==> config.mk <==
export PLATFORM = sky130hd
export DESIGN_NAME = uart_loader
export DESIGN_NICKNAME = d
export VERILOG_FILES = /design/src/rtl/rvcpu_pkg.sv /design/src/rtl/loader_shift8.sv /design/src/rtl/uart_loader.sv
export SDC_FILE = /design/constraint.sdc
export NUM_CORES = 1
export LEC_CHECK = 0
export CELL_PAD_IN_SITES_DETAIL_PLACEMENT = 2
export CELL_PAD_IN_SITES_GLOBAL_PLACEMENT = 2
export CORE_ASPECT_RATIO = 0.6
export CORE_MARGIN = 2
export CORE_UTILIZATION = 35
export CTS_BUF_LIST = sky130_fd_sc_hd__clkbuf_4
export DETAILED_ROUTE_END_ITERATION = 10
export PLACE_DENSITY = 0.87
export SETUP_SLACK_MARGIN = 0.2
export SYNTH_ARGS = -nofsm -noshare
export SYNTH_HDL_FRONTEND = slang
export SYNTH_HIERARCHICAL = 1
export SYNTH_SLANG_ARGS = --single-unit
==> constraint.sdc <==
create_clock -name clk -period 2.49 [get_ports clk]
set_input_delay 0.747 -clock clk [delete_from_list [all_inputs] [get_ports clk]]
set_output_delay 0.747 -clock clk [all_outputs]
set_load 0.02 [all_outputs]
==> src/rtl/rvcpu_pkg.sv <==
// Shared constants and types for the UART memory loader: memory size codes,
// command opcodes, response codes and the loader state encoding.
package rvcpu_pkg;

  localparam logic [2:0] MEM_NONE = 3'b000;
  localparam logic [2:0] MEM_DW   = 3'b100;

  localparam logic [7:0] OP_WRITE = 8'h57;
  localparam logic [7:0] OP_READ  = 8'h52;
  localparam logic [7:0] RESP_ACK = 8'h06;
  localparam logic [7:0] RESP_NAK = 8'h15;

  typedef enum logic [2:0] {
    IDLE,
    ADDR,
    DATA,
    MEM,
    RESP
  } loader_state_t;

  function automatic logic is_valid_opcode(input logic [7:0] op);
    return (op == OP_WRITE) || (op == OP_READ);
  endfunction

endpackage

==> src/rtl/loader_shift8.sv <==
// Eight-byte little-endian register: bytes shift in at the top so the first
// byte lands in [7:0], and shift out from the bottom for serialization.
module loader_shift8 (
  input  logic        clk,
  input  logic        rst,
  input  logic        load,
  input  logic [63:0] load_value,
  input  logic        shift_in,
  input  logic [7:0]  in_byte,
  input  logic        shift_out,
  output logic [63:0] value,
  output logic [7:0]  low_byte
);

  // Load wins over shifting; the two shift directions are never used together.
  always_ff @(posedge clk or posedge rst) begin
    if (rst) begin
      value <= '0;
    end else if (load) begin
      value <= load_value;
    end else if (shift_in) begin
      value <= {in_byte, value[63:8]};
    end else if (shift_out) begin
      value <= {8'h00, value[63:8]};
    end
  end

  assign low_byte = value[7:0];

endmodule

==> src/rtl/uart_loader.sv <==
// UART command responder that reads/writes doublewords on the memory port.
// Optional inter-byte timeout enabled by defining UART_LOADER_TIMEOUT_EN.
module uart_loader #(
  parameter int TIMEOUT_CYCLES = 1000000
) (
  input  logic        clk,
  input  logic        rst,
  input  logic [7:0]  rx_data,
  input  logic        rx_valid,
  output logic [7:0]  tx_data,
  output logic        tx_valid,
  input  logic        tx_ready,
  output logic [63:0] mem_addr,
  output logic [63:0] mem_din,
  input  logic [63:0] mem_dout,
  output logic [2:0]  mem_rd_ctrl,
  output logic [2:0]  mem_wr_ctrl,
  input  logic        mem_ready,
  output logic        cpu_hold,
  output logic        rx_overrun
);

  import rvcpu_pkg::*;

  loader_state_t state_q, state_d;

  logic [2:0]  cnt_q;
  logic        is_write_q;
  logic        resp_long_q;
  logic        overrun_q;

  logic        addr_shift;
  logic        data_shift;
  logic        byte_in;
  logic        tx_fire;
  logic        last_byte;
  logic        misaligned;
  logic        resp_done;
  logic        timeout;

  logic        resp_load;
  logic [63:0] resp_load_value;
  logic [63:0] addr_value;
  logic [63:0] data_value;
  logic [7:0]  resp_byte;
  logic [7:0]  addr_low_unused;
  logic [7:0]  data_low_unused;
  logic [63:0] resp_word_unused;

  assign addr_shift = rx_valid && (state_q == ADDR);
  assign data_shift = rx_valid && (state_q == DATA);
  assign byte_in    = addr_shift || data_shift;
  assign tx_fire    = (state_q == RESP) && tx_ready;
  assign last_byte  = (cnt_q == 3'd7);
  // Seven bytes are in, so the first (least significant) byte sits in [15:8].
  assign misaligned = (addr_value[10:8] != 3'b000);
  assign resp_done  = resp_long_q ? last_byte : 1'b1;

`ifdef UART_LOADER_TIMEOUT_EN
  localparam int TW = (TIMEOUT_CYCLES > 2) ? $clog2(TIMEOUT_CYCLES) : 1;

  logic [TW-1:0] tmo_q;

  always_ff @(posedge clk or posedge rst) begin
    if (rst) begin
      tmo_q <= '0;
    end else if (byte_in || !((state_q == ADDR) || (state_q == DATA))) begin
      tmo_q <= '0;
    end else begin
      tmo_q <= tmo_q + 1'b1;
    end
  end

  assign timeout = ((state_q == ADDR) || (state_q == DATA)) &&
                   (tmo_q == TW'(TIMEOUT_CYCLES - 1));
`else
  localparam int unused_timeout_cycles = TIMEOUT_CYCLES;

  assign timeout = 1'b0;
`endif

  always_ff @(posedge clk or posedge rst) begin
    if (rst) begin
      state_q <= IDLE;
    end else begin
      state_q <= state_d;
    end
  end

  // A received byte always takes precedence over the timeout in the same cycle.
  always_comb begin
    state_d = state_q;
    unique case (state_q)
      IDLE: begin
        if (rx_valid) begin
          state_d = is_valid_opcode(rx_data) ? ADDR : RESP;
        end
      end
      ADDR: begin
        if (rx_valid) begin
          if (last_byte) begin
            if (misaligned) begin
              state_d = RESP;
            end else begin
              state_d = is_write_q ? DATA : MEM;
            end
          end
        end else if (timeout) begin
          state_d = IDLE;
        end
      end
      DATA: begin
        if (rx_valid) begin
          if (last_byte) begin
            state_d = MEM;
          end
        end else if (timeout) begin
          state_d = IDLE;
        end
      end
      MEM: begin
        if (mem_ready) begin
          state_d = RESP;
        end
      end
      RESP: begin
        if (tx_fire && resp_done) begin
          state_d = IDLE;
        end
      end
      default: state_d = IDLE;
    endcase
  end

  always_comb begin
    tx_valid    = (state_q == RESP);
    tx_data     = (state_q == RESP) ? resp_byte : 8'h00;
    mem_rd_ctrl = MEM_NONE;
    mem_wr_ctrl = MEM_NONE;
    if (state_q == MEM) begin
      if (is_write_q) begin
        mem_wr_ctrl = MEM_DW;
      end else begin
        mem_rd_ctrl = MEM_DW;
      end
    end
    cpu_hold = (state_q != IDLE);
  end

  // NAK is queued for bad opcodes and misaligned addresses, ACK/read data from MEM.
  always_comb begin
    resp_load       = 1'b0;
    resp_load_value = {56'h0, RESP_NAK};
    unique case (state_q)
      IDLE: begin
        if (rx_valid && !is_valid_opcode(rx_data)) begin
          resp_load = 1'b1;
        end
      end
      ADDR: begin
        if (rx_valid && last_byte && misaligned) begin
          resp_load = 1'b1;
        end
      end
      MEM: begin
        if (mem_ready) begin
          resp_load       = 1'b1;
          resp_load_value = is_write_q ? {56'h0, RESP_ACK} : mem_dout;
        end
      end
      default: resp_load = 1'b0;
    endcase
  end

  always_ff @(posedge clk or posedge rst) begin
    if (rst) begin
      cnt_q       <= 3'd0;
      is_write_q  <= 1'b0;
      resp_long_q <= 1'b0;
      overrun_q   <= 1'b0;
    end else begin
      if (state_d != state_q) begin
        cnt_q <= 3'd0;
      end else if (byte_in || tx_fire) begin
        cnt_q <= cnt_q + 3'd1;
      end
      if ((state_q == IDLE) && rx_valid) begin
        is_write_q <= (rx_data == OP_WRITE);
      end
      if (resp_load) begin
        resp_long_q <= (state_q == MEM) && !is_write_q;
      end
      if (rx_valid && ((state_q == MEM) || (state_q == RESP))) begin
        overrun_q <= 1'b1;
      end
    end
  end

  loader_shift8 u_addr (
    .clk        (clk),
    .rst        (rst),
    .load       (1'b0),
    .load_value (64'h0),
    .shift_in   (addr_shift),
    .in_byte    (rx_data),
    .shift_out  (1'b0),
    .value      (addr_value),
    .low_byte   (addr_low_unused)
  );

  loader_shift8 u_data (
    .clk        (clk),
    .rst        (rst),
    .load       (1'b0),
    .load_value (64'h0),
    .shift_in   (data_shift),
    .in_byte    (rx_data),
    .shift_out  (1'b0),
    .value      (data_value),
    .low_byte   (data_low_unused)
  );

  loader_shift8 u_resp (
    .clk        (clk),
    .rst        (rst),
    .load       (resp_load),
    .load_value (resp_load_value),
    .shift_in   (1'b0),
    .in_byte    (8'h00),
    .shift_out  (tx_fire),
    .value      (resp_word_unused),
    .low_byte   (resp_byte)
  );

  assign mem_addr   = addr_value;
  assign mem_din    = data_value;
  assign rx_overrun = overrun_q;

endmodule

# == After elaboration in Yosys (flattened, before gate mapping) ==
# Index checks and enable logic that the tools add are counted.
# totals
reg_bits,201
latch_bits,0
ram_bits,0
mem_bits_ro,0
input_bits,77
elab_cells,66
n_memories,0
# op_classes
n_addsub,1
mul,0
div,0
order_cmp,0
eq_ne,8
n_shift,0
muxes,28
bitwise_logic,0
reduce_logical,21
# ops
cell,n
$mux 64,5
$mux 3,15
$eq 8x7->1 const B,2
$pmux 3 s5,1
$logic_and 1x1->1,10
$mux 8,1
$eq 3x2->1 const B,2
$eq 3x3->1 const B,2
$reduce_bool 3->1,2
$mux 1,5
$logic_or 1x1->1,4
$reduce_bool 2->1,2
$add 3x1->3 const B,1
$eq 3x1->1 const B,1
$logic_not 3->1,1
$ne 3x3->1,1
$pmux 1 s3,1
$logic_not 1->1,2

# == Logic depth before layout (Yosys ltp) ==
# Gate-level depths: netlist (run 1).
# depth
depth_word,7
depth_mapped,10
mapped_depth_nobuf,7

# == By module ==
# Netlist (run 1), hierarchy kept.
# modules_own_cells
module,n_inst,cells_each,area_each_um2,seq_area_each_um2
loader_shift8,3,315,3483.3,1601.5
uart_loader,1,163,1233.7,225.2

# == Worst setup path before layout (run 1) ==
# Ideal clock, no wire load.
# synth_path
kind,input-to-reg
startpoint,in rx_data[5]
endpoint,reg u_resp.value[0]
setup_ns,0.126
arrival_ns,2.444
required_time_ns,2.364
setup_slack_ns,-0.080
path_stages,8
path_buffers,3
path_cell_list,nand4bb_4 o311ai_1 o311a_1 inv_1 buf_4 buf_2 clkbuf_1 a221o_1
# synth_via
elab_chain_len,7
word_cells_on_any_way,9
classes_between,2 x eq/ne; 3 x mux; 4 x reduce/logical
# synth_lines
item,line_no,source
start: declaration,uart_loader.sv:8,"input logic [7:0] rx_data,"
$eq 8x7->1,rvcpu_pkg.sv:22,return (op == OP_WRITE) || (op == OP_READ);
$logic_or 1x1->1 (*),rvcpu_pkg.sv:22,
$logic_not 1->1 (*),uart_loader.sv:156,if (rx_valid && !is_valid_opcode(rx_data)) begin
$logic_and 1x1->1 (*),uart_loader.sv:156,
$mux 1 (*),uart_loader.sv:156,
$pmux 1 s3 (*),uart_loader.sv:154,unique case (state_q)
named net resp_load,uart_loader.sv:41,logic resp_load;
$mux 64 or $reduce_bool 2->1 (tied branches),-,
end signal: assignment,loader_shift8.sv:20,value <= load_value;
end signal: assignment,loader_shift8.sv:22,"value <= {in_byte, value[63:8]};"
end signal: assignment,loader_shift8.sv:24,"value <= {8'h00, value[63:8]};"
end: declaration,loader_shift8.sv:11,"output logic [63:0] value,"
# Mark *: on every way through the listed nets, which the timed path passes. The rest lies on a longest branch.
# A chain may end at the register's enable or synchronous reset.

# == Worst setup path after layout (run 1) ==
# layout_path
startpoint,reg state_q[1]
endpoint,out tx_data[4]
# layout_via
elab_chain_len,2
# layout_lines
item,line_no,source
start: declaration,uart_loader.sv:25,"loader_state_t state_q, state_d;"
start signal: assignment,uart_loader.sv:86,state_q <= state_d;
$eq 3x3->1,uart_loader.sv:137,tx_data = (state_q == RESP) ? resp_byte : 8'h00;
$mux 8,uart_loader.sv:137,
end: declaration,uart_loader.sv:10,"output logic [7:0] tx_data,"
# No other way between the ends.

==> summary.md, run 1 <==
| Metric | Value |
|---|---|
| Outcome | finished, violations left |
| Failing checks | negative setup slack |
| Worst skew pair latency | 740 ps |
| Worst r2r path cells | 11 |
| Met3 WL | 2830 um |
| Hold depth | 1 |
| Final Skew | 50.7 ps |
| Die Y | 145 um |
| Final Net Count | 1561 |
| DP Wirelength | 27400 um |
| Initial antenna violation count | 2 |
| Total wire length | 53500 um |
| Max Slew Vio Count | 0 |
| Leakage | 7.24 nW |
| Routed len/inst | 27.5 um |
| Cells after synthesis | 1100 |
| Placer Congestion | 0.788 |
| Layout cells sized above 1 | 23.7% |
| Pin count of the biggest net entering global routing | 155 |
| Gr ovfl total | 0 |
| WP data required | 1740 ps |
| Mapped Area | 11600 um^2 |
| Startpoint Class | flip-flop |
| DRC | 0 |
| Ports | 222 |
| Critical path peak fanout | 6 |
| Fin crit share | 106% |
| Max-cap viol count | 0 |
| Max Root-Sink Buffers | 3 |
| Total iterations of the first detailed-routing run | 5 |
| Worst setup margin | -145 ps |
| DR WL met2 | 26000 um |
| Clock root buffer | clkbuf_4 |
| Port bufs | 217 |
| Setup crit end kind | output pin |
| Layout Cells excl Fill | 1943 |
| Hold bufs inserted after CTS | 0 |
| RSZ-0062 raised after global routing | yes |
| CTS tree | done |
| Worst-path clk slew | 90 ps |
| DR top layer | met4 |
| Worst Hold Class | flip-flop to flip-flop |
| Worst-margin pin slew | 569 ps |
| Post-DP Area | 14700 um^2 |
| Kind of critical path | flip-flop to output pin |
| Fin Hold WS | 547 ps |
| Row Count | 51 |
| Worst slack at placement | -699 ps |
| Met1 wire length | 22700 um |
| Initial core utilization | 35.7% |
| Die ar. | 34700 um^2 |
| Final setup vio count | 22 |
| F_max | 0.380 GHz |
| Setup TNS | -1690 ps |
| Peak supply drop | 0.000305 V |
| Fillers | 3250 |
| Pwr Density | 597 nW/um^2 |
| Tmin final | 2630 ps |
| Layout overhead on the synthesized area | 45.0% |
| Synth Area per Inst | 10.6 um^2 |
| CP Data Arrival Time | 1890 ps |
| Sinks on Clock Net | 201 |
| Design Area, Final | 16900 um^2 |
| Global-route wire length before repair | 71200 um |
| Gr usage total | 26.1% |
| Rel. slew slack | 62.1% |
| Via count | 11200 |
| DRT iter0 DRCs | 856 |
| Warnings from Yosys | 6 |
| Die span in x | 239 um |
| Routed Antenna Nets | 0 |
| Hold Vio Cnt, Final | 0 |
| Area of the core | 32500 um^2 |
| CTS buffer count | 54 |
| H-tree lvl count | 2 |
| Via-to-Cell Ratio | 5.75 |
| Placed cells | 1798 |
| Vias in the first global route | 11600 |
-- worst paths after layout --
| kind | from | to | slack (ps) |
|---|---|---|---|
| worst max-delay path | state_q[1]$_DFF_PP0_ | tx_data[4] | -140 |
| worst min-delay path | rx_overrun$_DFFE_PP0P_ | rx_overrun$_DFFE_PP0P_ | 550 |
| worst max register to register | cnt_q[0]$_DFFE_PP0P_ | u_resp/value[1]$_DFFE_PP0P_ | -110 |
| worst min register to register | rx_overrun$_DFFE_PP0P_ | rx_overrun$_DFFE_PP0P_ | 550 |
| max in group asynchronous | rst | u_data/value[2]$_DFFE_PP0P_ | 1350 |
| min in group asynchronous | rst | u_data/value[58]$_DFFE_PP0P_ | 560 |
-- cells in the final DEF, fill, tap and decap left out, drive strengths merged, types with 51 or more instances in the layout --
master and n:
dfrtp 201, nor2b 193, a221o 168, nor4b 168, conb 153, buf 111, clkbuf 99, dlygate4sd2 76
and2 70, clkdlybuf4s50 68, a21oi 51
-- area by class of cell --
class	instances	area, um^2	share of cell area (%)
Clock buffer	80	601	3.56
Inverter	8	53.8	0.319
Sequential cell	201	5040	29.9
Timing Repair inverter	1	7.51	0.0445
Clock inverter	12	71.3	0.423
Tap cell	424	531	3.15
Timing Repair Buffer	325	3560	21.1
Antenna cell	2	5.00	0.0297
Multi-Input combinational cell	890	6990	41.5
-- worst max-delay path: stages (launching register included) --
cell,delay [ps]
dfrtp_2,470
nor3b_4,250
buf_6,170
and2_4,160
buf_12,110
-- per-stage QoR --
stage / power, mW / utilization (%)
after global placement: 6.13 / 45.3
after global routing: 10.5 / 51.8
after detailed placement: 6.24 / 45.3
final: 10.1 / 51.8
after floorplan: 5.30 / -
after CTS: 9.53 / 49.0
-- state kept, by name (all words and copies together), names as in the netlist --
name,flops
cnt_q,3
is_write_q,1
resp_long_q,1
rx_overrun,1
state_q,3
u_addr/value,64
u_data/value,64
u_resp/value,64
-- report_power, final --
| group | switching (mW) | internal [mW] |
|---|---|---|
| Combinational | 1.51 | 1.40 |
| Clock | 1.64 | 1.56 |
| Sequential | 0.334 | 3.61 |
| Total | 3.49 | 6.57 |
-- routing by layer --
metal | up-vias | track usage [%]
met5 | - | 0
met4 | 0 | 6.81
met3 | 117 | 4.64
met2 | 364 | 42.5
met1 | 5871 | 35.7
li1 | 4815 | -
-- what timing repair did --
action | in CTS | in global routing
endpoints found under the setup margin | 175 | 101
buffers inserted | 14 | 18
cloned | 11 | 8
pin swaps | 13 | 25
gates resized for setup | 305 | 147
No activity file was read; power rests on OpenSTA's default activity.
==> run 2: changes to the inputs <==
Settings changed: CORE_ASPECT_RATIO 0.6 to 0.75.
==> summary.md, run 2 (synthesis results as in run 1) <==
| Metric | Value |
|---|---|
| Ports | 222 |
| Setup TNS | -1410 ps |
| Worst-margin pin slew | 541 ps |
| Area of the core | 32500 um^2 |
| Gr ovfl total | 0 |
| Fin crit share | 106% |
| Startpoint Class | flip-flop |
| WP data required | 1740 ps |
| Placer Congestion | 0.787 |
| Final Skew | 53.7 ps |
| Vias in the first global route | 11500 |
| Hold bufs inserted after CTS | 0 |
| Layout cells sized above 1 | 20.1% |
| RR Endpoint | u_resp/value[29]$_DFFE_PP0P_ |
| Die span in x | 214 um |
| Peak supply drop | 0.000235 V |
| DP Wirelength | 27000 um |
| Initial core utilization | 35.7% |
| Worst Hold Class | flip-flop to flip-flop |
| Via count | 10500 |
| Outcome | finished, violations left |
| Largest registers | u_addr/value: 64 flops, u_data/value: 64 flops, u_resp/value: 64 flops |
| Routed Antenna Nets | 0 |
| Critical path peak fanout | 6 |
| Reg2Reg Setup Slack | 150 ps |
| Worst setup margin | -151 ps |
| Setup crit end kind | output pin |
| Max Slew Vio Count | 0 |
| Pwr Density | 590 nW/um^2 |
| Rel. slew slack | 63.4% |
| Total iterations of the first detailed-routing run | 5 |
| Row Count | 57 |
| Reg2reg start | state_q[0]$_DFF_PP0_ |
| F_max | 0.379 GHz |
| Clock root buffer | clkbuf_4 |
| H-tree lvl count | 2 |
| Hold Vio Cnt, Final | 0 |
| Pin count of the biggest net entering global routing | 155 |
| Total wire length | 44400 um |
| Worst-path clk slew | 80 ps |
| CTS buffer count | 56 |
| DRT iter0 DRCs | 591 |
| Crit path launch | state_q[0]$_DFF_PP0_ |
| Gr usage total | 24.2% |
| Worst r2r path cells | 11 |
| Final setup vio count | 12 |
| Failing checks | negative setup slack |
| Max-cap viol count | 0 |
| RSZ-0062 raised after global routing | yes |
| Leakage | 6.93 nW |
| Die ar. | 34700 um^2 |
| Worst skew pair latency | 710 ps |
| Fillers | 3397 |
| Layout overhead on the synthesized area | 38.8% |
| Global-route wire length before repair | 67000 um |
| Port bufs | 217 |
| CTS tree | done |
| Most common cell after layout, fill and taps aside | dfrtp_1 |
| DRC | 0 |
| Tmin final | 2640 ps |
| Max Root-Sink Buffers | 3 |
| Most frequent cells in the layout | 196 x dfrtp_1, 193 x nor2b_1, 168 x a221o_1, 153 x conb_1, 137 x nor4b_1 |
| Critical Path Sink | tx_data[1] |
| Routed len/inst | 22.9 um |
| Die Y | 162 um |
| Fin Hold WS | 493 ps |
| Sinks on Clock Net | 201 |
| CP Data Arrival Time | 1890 ps |
| Kind of critical path | flip-flop to output pin |
| Via-to-Cell Ratio | 5.41 |
| Final Net Count | 1536 |
| Tot Pwr | 9.52 mW |
| Worst slack at placement | -671 ps |
| Initial antenna violation count | 2 |
[run 2: cell types whose count changed in the layout (fill, tap and decap cells not counted), moves of 5 or more]
cell             before  now
clkdlybuf4s50_1      68   75
nor4b_2              12   27
clkdlybuf4s15_1      28   44
buf_6                25   16
clkinv_1              9   16
buf_16                9    4
nor2b_4              26    0
buf_4                54   43
clkbuf_2             11   20
clkdlybuf4s15_2      18    7
dlygate4sd2_1        76   58
nor4b_4              18    4
nor2b_1             166  193
clkinv_2              0    5
[run 2: worst min-delay path by stage]
| stage | startpoint | endpoint | slack (ps) | depth (start not counted) |
|---|---|---|---|---|
| final | rx_overrun$_DFFE_PP0P_ | rx_overrun$_DFFE_PP0P_ | 490 | 1 |
| after global routing | rx_overrun$_DFFE_PP0P_ | rx_overrun$_DFFE_PP0P_ | 510 | 1 |
| after CTS | rx_overrun$_DFFE_PP0P_ | rx_overrun$_DFFE_PP0P_ | 480 | 1 |
| after detailed placement | rx_overrun$_DFFE_PP0P_ | rx_overrun$_DFFE_PP0P_ | 460 | 1 |
| after global placement | rx_overrun$_DFFE_PP0P_ | rx_overrun$_DFFE_PP0P_ | 450 | 1 |
| after floorplan | resp_long_q$_DFFE_PP0P_ | resp_long_q$_DFFE_PP0P_ | 450 | 1 |
[run 2: layout make-up]
type,instances,area [um^2],share of cell area [%]
Inverter,8,53.8,0.334
Timing Repair inverter,1,11.3,0.0698
Sequential cell,201,5040,31.2
Antenna cell,2,5.00,0.0310
Multi-Input combinational cell,890,6640,41.2
Tap cell,442,553,3.43
Clock buffer,79,593,3.68
Clock inverter,22,115,0.714
Timing Repair Buffer,298,3120,19.4
[run 2: report_power, final]
part / total (mW) / internal, mW / switching [mW] / leakage [nW]
Sequential: 3.89 / 3.61 / 0.280 / 2.53
Clock: 3.15 / 1.57 / 1.59 / 0.422
Combinational: 2.48 / 1.17 / 1.31 / 3.98
[run 2: worst max-delay path, cell delays in order (launching register included)]
cell     delay, ps
dfrtp_2        440
nor3b_4        220
buf_4          160
buf_12         110
and2_4         150
buf_6          110
[run 2: routing by layer]
layer  part of all wire, %  up-vias  GRT usage, %
li1                      -     4759             -
met1                    44     5454          30.8
met2                    50      239          41.4
met3                   5.0       62          5.64
met4                   1.8        0          6.25
met5                     0        -             0
[run 2: repair_timing]
action | CTS | global route
setup buffers | 7 | 6
pin swaps | 12 | 5
setup endpoints to repair | 161 | 161
gates resized for setup | 256 | 125
cloned | 3 | 6
[run 2: per-stage QoR]
step | utilization, % | instance area, um^2 | cells
after detailed placement | 45.7 | 14900 | 1818
after global routing | 49.6 | 16100 | 1943
after CTS | 48.3 | 15700 | 1929
after floorplan | - | 12300 | 1252
after global placement | 45.7 | 14900 | 1818
final | 49.6 | 16100 | 1943
